<file path="config.mk">
export PLATFORM = sky130hd
export DESIGN_NAME = sr_input_conditioner
export DESIGN_NICKNAME = d
export VERILOG_FILES = /design/src/rtl/sr_input_conditioner.sv
export SDC_FILE = /design/constraint.sdc
export NUM_CORES = 1
export LEC_CHECK = 0
export ABC_AREA = 0
export CAP_MARGIN = 15
export CORE_AREA = 2 2 39 41
export CTS_CLUSTER_DIAMETER = 60
export DETAILED_ROUTE_END_ITERATION = 8
export DIE_AREA = 0 0 41 43
export SYNTH_ARGS = -nofsm -noshare
export SYNTH_HDL_FRONTEND = slang
export SYNTH_SLANG_ARGS = --single-unit
</file>
<file path="constraint.sdc">
create_clock -name clk -period 1.75 [get_ports clk]
set_input_delay 0.35 -clock clk [delete_from_list [all_inputs] [get_ports clk]]
set_output_delay 0.35 -clock clk [all_outputs]
set_load 0.05 [all_outputs]
</file>
<file path="src/rtl/sr_input_conditioner.sv">
// Synchronises, debounces and de-conflicts two push-buttons into the S/R inputs of an SR latch.
// Define SR_PULSE_OUT_EN for one-cycle S/R pulses per accepted press; the default build gives level outputs.
module sr_input_conditioner #(
  parameter int SYNC_STAGES     = 2,
  parameter int DEBOUNCE_CYCLES = 4
) (
  input  logic clk,
  input  logic rst_n,
  input  logic set_in,
  input  logic reset_in,
  output logic S,
  output logic R,
  output logic conflict
);

  localparam int                CNT_W    = $clog2(DEBOUNCE_CYCLES + 1);
  localparam logic [CNT_W-1:0]  CNT_LAST = CNT_W'(DEBOUNCE_CYCLES - 1);

  logic [SYNC_STAGES-1:0] sync_s_p0, sync_r_p0;
  logic                   sync_s, sync_r;
  logic [CNT_W-1:0]       cnt_s_p1, cnt_r_p1, cnt_s_nxt, cnt_r_nxt;
  logic                   db_s, db_r, db_s_nxt, db_r_nxt;
  logic                   s_nxt, r_nxt;

  // Returns {db, counter} for the next cycle; the counter restarts on any agreement,
  // so only an unbroken run of DEBOUNCE_CYCLES disagreements flips db.
  function automatic logic [CNT_W:0] debounce_next(input logic sync, input logic db,
                                                   input logic [CNT_W-1:0] cnt);
    if (sync == db)
      return {db, {CNT_W{1'b0}}};
    else if (cnt == CNT_LAST)
      return {sync, {CNT_W{1'b0}}};
    else
      return {db, cnt + 1'b1};
  endfunction

  assign sync_s = sync_s_p0[SYNC_STAGES-1];
  assign sync_r = sync_r_p0[SYNC_STAGES-1];

  always_comb begin
    {db_s_nxt, cnt_s_nxt} = debounce_next(sync_s, db_s, cnt_s_p1);
    {db_r_nxt, cnt_r_nxt} = debounce_next(sync_r, db_r, cnt_r_p1);
  end

  // Stage p0: synchroniser chains; stage p1: debounce counters and accepted values
  always_ff @(posedge clk or negedge rst_n) begin
    if (!rst_n) begin
      sync_s_p0 <= '0;
      sync_r_p0 <= '0;
      cnt_s_p1  <= '0;
      cnt_r_p1  <= '0;
      db_s      <= 1'b0;
      db_r      <= 1'b0;
    end else begin
      sync_s_p0 <= {sync_s_p0[SYNC_STAGES-2:0], set_in};
      sync_r_p0 <= {sync_r_p0[SYNC_STAGES-2:0], reset_in};
      cnt_s_p1  <= cnt_s_nxt;
      cnt_r_p1  <= cnt_r_nxt;
      db_s      <= db_s_nxt;
      db_r      <= db_r_nxt;
    end
  end

`ifdef SR_PULSE_OUT_EN
  logic db_s_p2, db_r_p2;

  always_ff @(posedge clk or negedge rst_n) begin
    if (!rst_n) begin
      db_s_p2 <= 1'b0;
      db_r_p2 <= 1'b0;
    end else begin
      db_s_p2 <= db_s;
      db_r_p2 <= db_r;
    end
  end

  // A rise seen while the other channel is held is lost; it does not fire on release.
  always_comb begin
    s_nxt = db_s & ~db_s_p2 & ~db_r;
    r_nxt = db_r & ~db_r_p2 & ~db_s;
  end
`else
  always_comb begin
    s_nxt = db_s & ~db_r;
    r_nxt = db_r & ~db_s;
  end
`endif

  // Stage p2: registered latch drive; S and R are mutually exclusive by construction
  always_ff @(posedge clk or negedge rst_n) begin
    if (!rst_n) begin
      S        <= 1'b0;
      R        <= 1'b0;
      conflict <= 1'b0;
    end else begin
      S        <= s_nxt;
      R        <= r_nxt;
      conflict <= db_s & db_r;
    end
  end

endmodule
</file>
==> results.sh, run 1 <==
export IMPL_status="finished, final reports clean"
export IMPL_vias=277
export IMPL_drt_total_wl_um=763
export IMPL_hp_start="sync_r_p0[0]$_DFF_PN0_"
export IMPL_power_switching_mw=0.3652
export IMPL_syn2layout_area_growth_pct=20.14
export IMPL_hold_viol_final=0
export IMPL_cp_end_kind="flop"
export IMPL_ir_drop_uv=573.7
export IMPL_yosysTopAreaCellShare=0.7109
export IMPL_holdPathStages=0
export IMPL_p_seq_frac=0.474
export IMPL_first_iter_violations=2
export IMPL_tns_ps=0
export IMPL_first_pass_iters=2
export IMPL_wl_per_cell_um=12.93
export IMPL_via_per_inst=4.695
export IMPL_rsz0062_at_grt="no"
export IMPL_numClockSinks=15
export IMPL_syn_avg_cell_area_sq_um=16.50
export IMPL_slew_viol_final=0
export IMPL_hp_class="flop to flop"
export IMPL_async_flop_share=1.000
export IMPL_path_class="flop to flop"
export IMPL_clock_latency_ps=270
export IMPL_r2r_start="cnt_s_p1[0]$_DFF_PN0_"
export IMPL_ys_seq_area_frac=0.7109
export IMPL_cp_required_ps=1910
export IMPL_synth_warnings=0
export IMPL_cts_tree="done"
export IMPL_holdPathEnd="sync_r_p0[1]$_DFF_PN0_"
export IMPL_p_int_mw=0.6906
export IMPL_ios=7
export IMPL_htreeDepth=1
export IMPL_synth_flop_cell="dfrtp_1"
export IMPL_sw_frac_of_total=0.3459
export IMPL_overflow=0
export IMPL_antenna_found_initial=0
export IMPL_synth_most_common_cell="dfrtp_1"
export IMPL_skew_ps=4.102
export IMPL_cellLeakagePower_nw=0.2984
export IMPL_nNetsFinal=50
export IMPL_dieArea_sq_mm=0.001763
export IMPL_maxCapViolCount=0
export IMPL_syn_area_sq_um=528.0
export IMPL_hold_buffers=0
export IMPL_r2r_cells=3
export IMPL_gp_congestion=0.5802
export IMPL_finalSetupViolations=0
export IMPL_die_y_um=43
export IMPL_detail_route_antenna_nets=0
export IMPL_power_frac_clock=0.180
export IMPL_core_area_sq_mm=0.001384
export IMPL_diodes=0
export IMPL_cts_buffers=3
export IMPL_slew_headroom=0.8140
export IMPL_start_util=0.3816
export IMPL_grt_use_total=0.1160
export IMPL_die_width_um=41
export IMPL_pwr_share_comb=0.345
export IMPL_period_minus_slack_ps=1202
export IMPL_grt_pass1_vias=284
export IMPL_r2r_end="db_s$_DFFE_PN0P_"
export IMPL_power_density_mw_per_mm2=1664
export IMPL_drive_above_1_share=0.3488
export IMPL_ys_types=10
export IMPL_grt_start_max_net_pins=16
export IMPL_synth_nets=38
export IMPL_dp_hpwl_um=595.4
export IMPL_clock_path_buffers=2
export IMPL_critPathArrivalTime_ps=1360
export IMPL_grt_pass1_wl_um=1242
export IMPL_cts_setup_buffers=0
export IMPL_ctsResizeCount=0
export IMPL_start_kind="flop"
export IMPL_worst_pin_slew_ps=277.0
export IMPL_final_core_util=0.4584
export IMPL_ys_top_cells_by_area="dfrtp_1 71%, ha_1 4.7%, mux2_2 4.3%, nor3b_1 4.3%, and2b_2 3.3%"
export IMPL_post_route_period_util=0.6868
export IMPL_clock_fmax_ghz=0.8320
export IMPL_reg2reg_slack_ps=550
export IMPL_rows=14
export IMPL_route_detailed_drc=0
export IMPL_synth_area_leader_cell="dfrtp_1"
export IMPL_cp_max_fo=3
export IMPL_place_port_buffers=6
export IMPL_ys_ff_latch=15
export IMPL_path_clk_slew_ps=90
export IMPL_synth_edff_count=0
export IMPL_synthCells=32
export IMPL_root_buffer="clkbuf_4"
export IMPL_synthTopCellsByCount="15 x dfrtp_1, 3 x nor3b_1"
## critical path, cell delays in order (launching register included)
cell,delay (ps)
dfrtp_1,360
ha_1,160
nor2b_2,210
mux2_2,360
## final cells by class
cell class	instances	area [sq um]
fill	124	749.5
sequential	15	375.4
multi-input combinational	17	152.6
timing repair buffer	7	60.06
clock buffer	4	26.28
tap	16	20.02
## per-layer routing
metal | vias to the layer above | part of all wire | GRT usage
met1 | 139 | 0.39 | 0.1073
met4 | 0 | 0 | 0.08000
met3 | 0 | 0.051 | 0.04712
met5 | - | 0 | 0
li1 | 129 | - | -
met2 | 9 | 0.56 | 0.1906
## flip-flops by register name, summed over array words and instances, names as in the netlist, 2 cells and up
name	flops
sync_s_p0	2
sync_r_p0	2
cnt_s_p1	3
cnt_r_p1	3
## stage by stage
step | cell area (sq um) | setup slack (ps) | total power [mW] | std cells | hold WS [ps]
after floorplan | 528.0 | 634.3 | 0.7623 | 32 | 54.41
after global placement | 608.1 | 618.5 | 0.8482 | 55 | 340.4
after detailed placement | 608.1 | 553.4 | 0.8840 | 55 | 342.0
after CTS | 634.4 | 532.1 | 1.077 | 59 | 361.4
after global routing | 634.4 | 490.8 | 1.125 | 59 | 365.2
final | 634.4 | 548.1 | 1.056 | 59 | 354.2
## power groups by stage
stage	sequential (mW)	combinational [mW]	clock, mW
after CTS	0.503	0.372	0.201
final	0.501	0.365	0.190
after global placement	0.500	0.349	0
after detailed placement	0.511	0.373	0
after global routing	0.514	0.399	0.212
after floorplan	0.607	0.155	0
## how the worst max path moves through the flow
| stage | to | cells past startpoint | startpoint |
|---|---|---|---|
| after floorplan | db_s$_DFFE_PN0P_ | 3 | cnt_s_p1[0]$_DFF_PN0_ |
| after global placement | db_r$_DFFE_PN0P_ | 3 | cnt_r_p1[0]$_DFF_PN0_ |
| after detailed placement | db_s$_DFFE_PN0P_ | 3 | cnt_s_p1[0]$_DFF_PN0_ |
| after CTS | db_s$_DFFE_PN0P_ | 3 | cnt_s_p1[0]$_DFF_PN0_ |
| after global routing | db_s$_DFFE_PN0P_ | 3 | cnt_s_p1[0]$_DFF_PN0_ |
| final | db_s$_DFFE_PN0P_ | 3 | cnt_s_p1[0]$_DFF_PN0_ |
## cells in the final DEF, fill, tap and decap left out
cell type,n
nor3b_1,3
nor3b_2,1
buf_4,4
nor2b_2,2
clkdlybuf4s50_1,3
clkbuf_1,1
clkbuf_4,3
mux2_2,2
and2_2,1
ha_1,2
and2b_2,2
dfrtp_1,15
xnor2_1,2
nor3_1,2
## kinds of logic after synthesis
kind of cell / synth area share
flops: 0.7109
xor+xnor: 0.03318
fa+ha+maj: 0.04739
mux: 0.04265
simple gates: 0.1659
No activity file was read; power rests on OpenSTA's default activity.
==> run 2: changes to the inputs <==
clock period = 1 ns   (was 1.75 ns; I/O delays follow)
==> run 2 against run 1 <==
Compared with the run above: the run now ends with negative setup slack left; final cell count rose by 8.5%; sequential share of layout area fell by 12 points; routed wire length grew 13%; final area up 24%; critical path depth did not move; clock power up 68%.
==> results.sh, run 2 (synthesized netlist as in run 1, its figures left out) <==
export IMPL_slew_headroom=0.8223
export IMPL_p_seq_frac=0.405
export IMPL_overflow=0
export IMPL_worst_pin_slew_ps=266.5
export IMPL_die_y_um=43
export IMPL_layout_common_cells="15 x dfrtp_1, 5 x buf_4"
export IMPL_setup_ws_ps=-123.2
export IMPL_start_kind="flop"
export IMPL_wl_per_cell_um=13.47
export IMPL_die_width_um=41
export IMPL_layout_commonest_cell="dfrtp_1"
export IMPL_via_per_inst=4.516
export IMPL_skew_ps=1.155
export IMPL_start_util=0.3816
export IMPL_rsz0062_at_grt="yes"
export IMPL_cp_max_fo=2
export IMPL_ir_drop_uv=1481
export IMPL_place_port_buffers=6
export IMPL_drt_total_wl_um=862
export IMPL_route_detailed_drc=0
export IMPL_critPathArrivalTime_ps=1280
export IMPL_clock_fmax_ghz=0.8903
export IMPL_tns_ps=-406.2
export IMPL_path_clk_slew_ps=80
export IMPL_clock_path_buffers=2
export IMPL_met2_usage=0.2438
export IMPL_antenna_found_initial=0
export IMPL_ios=7
export IMPL_post_route_period_util=1.123
export IMPL_numClockSinks=15
export IMPL_grt_use_met3=0.03141
export IMPL_first_pass_iters=1
export IMPL_cts_tree="done"
export IMPL_cellLeakagePower_nw=0.3597
export IMPL_first_iter_violations=0
export IMPL_power_frac_clock=0.138
export IMPL_rows=14
export IMPL_use_met1=0.1364
export IMPL_nNetsFinal=55
export IMPL_hold_buffers=0
export IMPL_p_int_mw=1.546
export IMPL_violations="negative setup slack"
export IMPL_grt_pass1_vias=345
export IMPL_grt_use_total=0.1452
export IMPL_status="complete, but fails checks"
export IMPL_core_area_sq_mm=0.001384
export IMPL_hp_class="input port to async pin"
export IMPL_drive_above_1_share=0.5833
export IMPL_sw_frac_of_total=0.3322
export IMPL_vias=289
export IMPL_detail_route_antenna_nets=0
export IMPL_maxCapViolCount=0
export IMPL_dpl_cell_area_sq_um=683.2
export IMPL_reg_top3="cnt_r_p1: 3 flops, cnt_s_p1: 3 flops"
export IMPL_finalSetupViolations=8
export IMPL_diodes=0
export IMPL_period_minus_slack_ps=1123
export IMPL_cp_end_kind="flop"
export IMPL_hold_viol_final=0
export IMPL_pwr_share_comb=0.457
export IMPL_power_density_mw_per_mm2=2937
export IMPL_htreeDepth=1
export IMPL_busiest_layer="met2"
export IMPL_cts_buffers=3
export IMPL_dieArea_sq_mm=0.001763
export IMPL_clock_latency_ps=270
export IMPL_final_area_sq_um=788.3
export IMPL_power_switching_mw=0.7691
export IMPL_cp_required_ps=1160
export IMPL_slew_viol_final=0
export IMPL_gp_congestion=0.6906
export IMPL_grt_pass1_wl_um=1531
export IMPL_root_buffer="clkbuf_4"
export IMPL_grt_start_max_net_pins=16
export IMPL_nFillCells=113
export IMPL_syn2layout_area_growth_pct=49.29
export IMPL_path_class="flop to flop"
==> run 2: cell types whose count changed in the layout (fill, tap and decap cells not counted), sizes merged <==
cell	before	now
buf	4	9
==> run 2: per-layer routing <==
layer  part of all wire  routed length (um)
met1               0.33                 284
met2               0.61                 527
met3              0.043                  37
met4              0.014                  12
met5                  0                   0
==> run 2: power groups by stage <==
stage / logic, mW / registers, mW / clock network, mW
2_1_floorplan: 0.314 / 1.07 / 0
3_3_place_gp: 0.802 / 0.910 / 0
3_5_place_dp: 0.852 / 0.935 / 0
4_1_cts: 1.02 / 0.929 / 0.340
5_1_grt: 1.14 / 0.966 / 0.368
6_report: 1.06 / 0.939 / 0.319
==> run 2: what timing repair did <==
item,in CTS,in global routing
endpoints found under the setup margin,9,10
buffers inserted,2,1
resized for setup,6,3
pin swaps,0,1
==> run 2: worst paths after layout <==
| kind | from | to | slack [ps] | cells after the start |
|---|---|---|---|---|
| worst max register to register | cnt_r_p1[0]$_DFF_PN0_ | db_r$_DFFE_PN0P_ | -120 | 3 |
| max in group asynchronous | rst_n | sync_s_p0[1]$_DFF_PN0_ | 600 | 2 |
| worst min-delay path | rst_n | conflict$_DFF_PN0_ | 230 | 2 |
| min in group clk | sync_r_p0[0]$_DFF_PN0_ | sync_r_p0[1]$_DFF_PN0_ | 350 | 0 |
| worst max-delay path | cnt_r_p1[0]$_DFF_PN0_ | db_r$_DFFE_PN0P_ | -120 | 3 |
| worst min register to register | sync_r_p0[0]$_DFF_PN0_ | sync_r_p0[1]$_DFF_PN0_ | 350 | 0 |
==> run 2: final cells by class <==
type                            count  area (sq um)  share of cell area
Sequential cell                    15         375.4              0.4762
Multi-Input combinational cell     17         227.7              0.2889
Timing Repair Buffer               12         138.9              0.1762
Clock buffer                        4         26.28             0.03333
Tap cell                           16         20.02             0.02540
==> run 2: critical path, stage by stage, from the launching register on <==
cell and delay (ps):
dfrtp_1 350, ha_2 190, nor2b_4 160, mux2_4 310
==> run 2: per-stage QoR <==
step                      instances  total power [mW]  hold WS (ps)  worst slack [ps]    util
after global routing             64             2.478         244.3            -172.3  0.5696
after detailed placement         57             1.787         334.7            -135.5  0.4937
after global placement           57             1.712         333.2            -61.57  0.4937
after floorplan                  32             1.380        -95.59            -74.91       -
after CTS                        63             2.286         228.4            -112.7  0.5497
final                            64             2.315         234.1            -123.2  0.5696
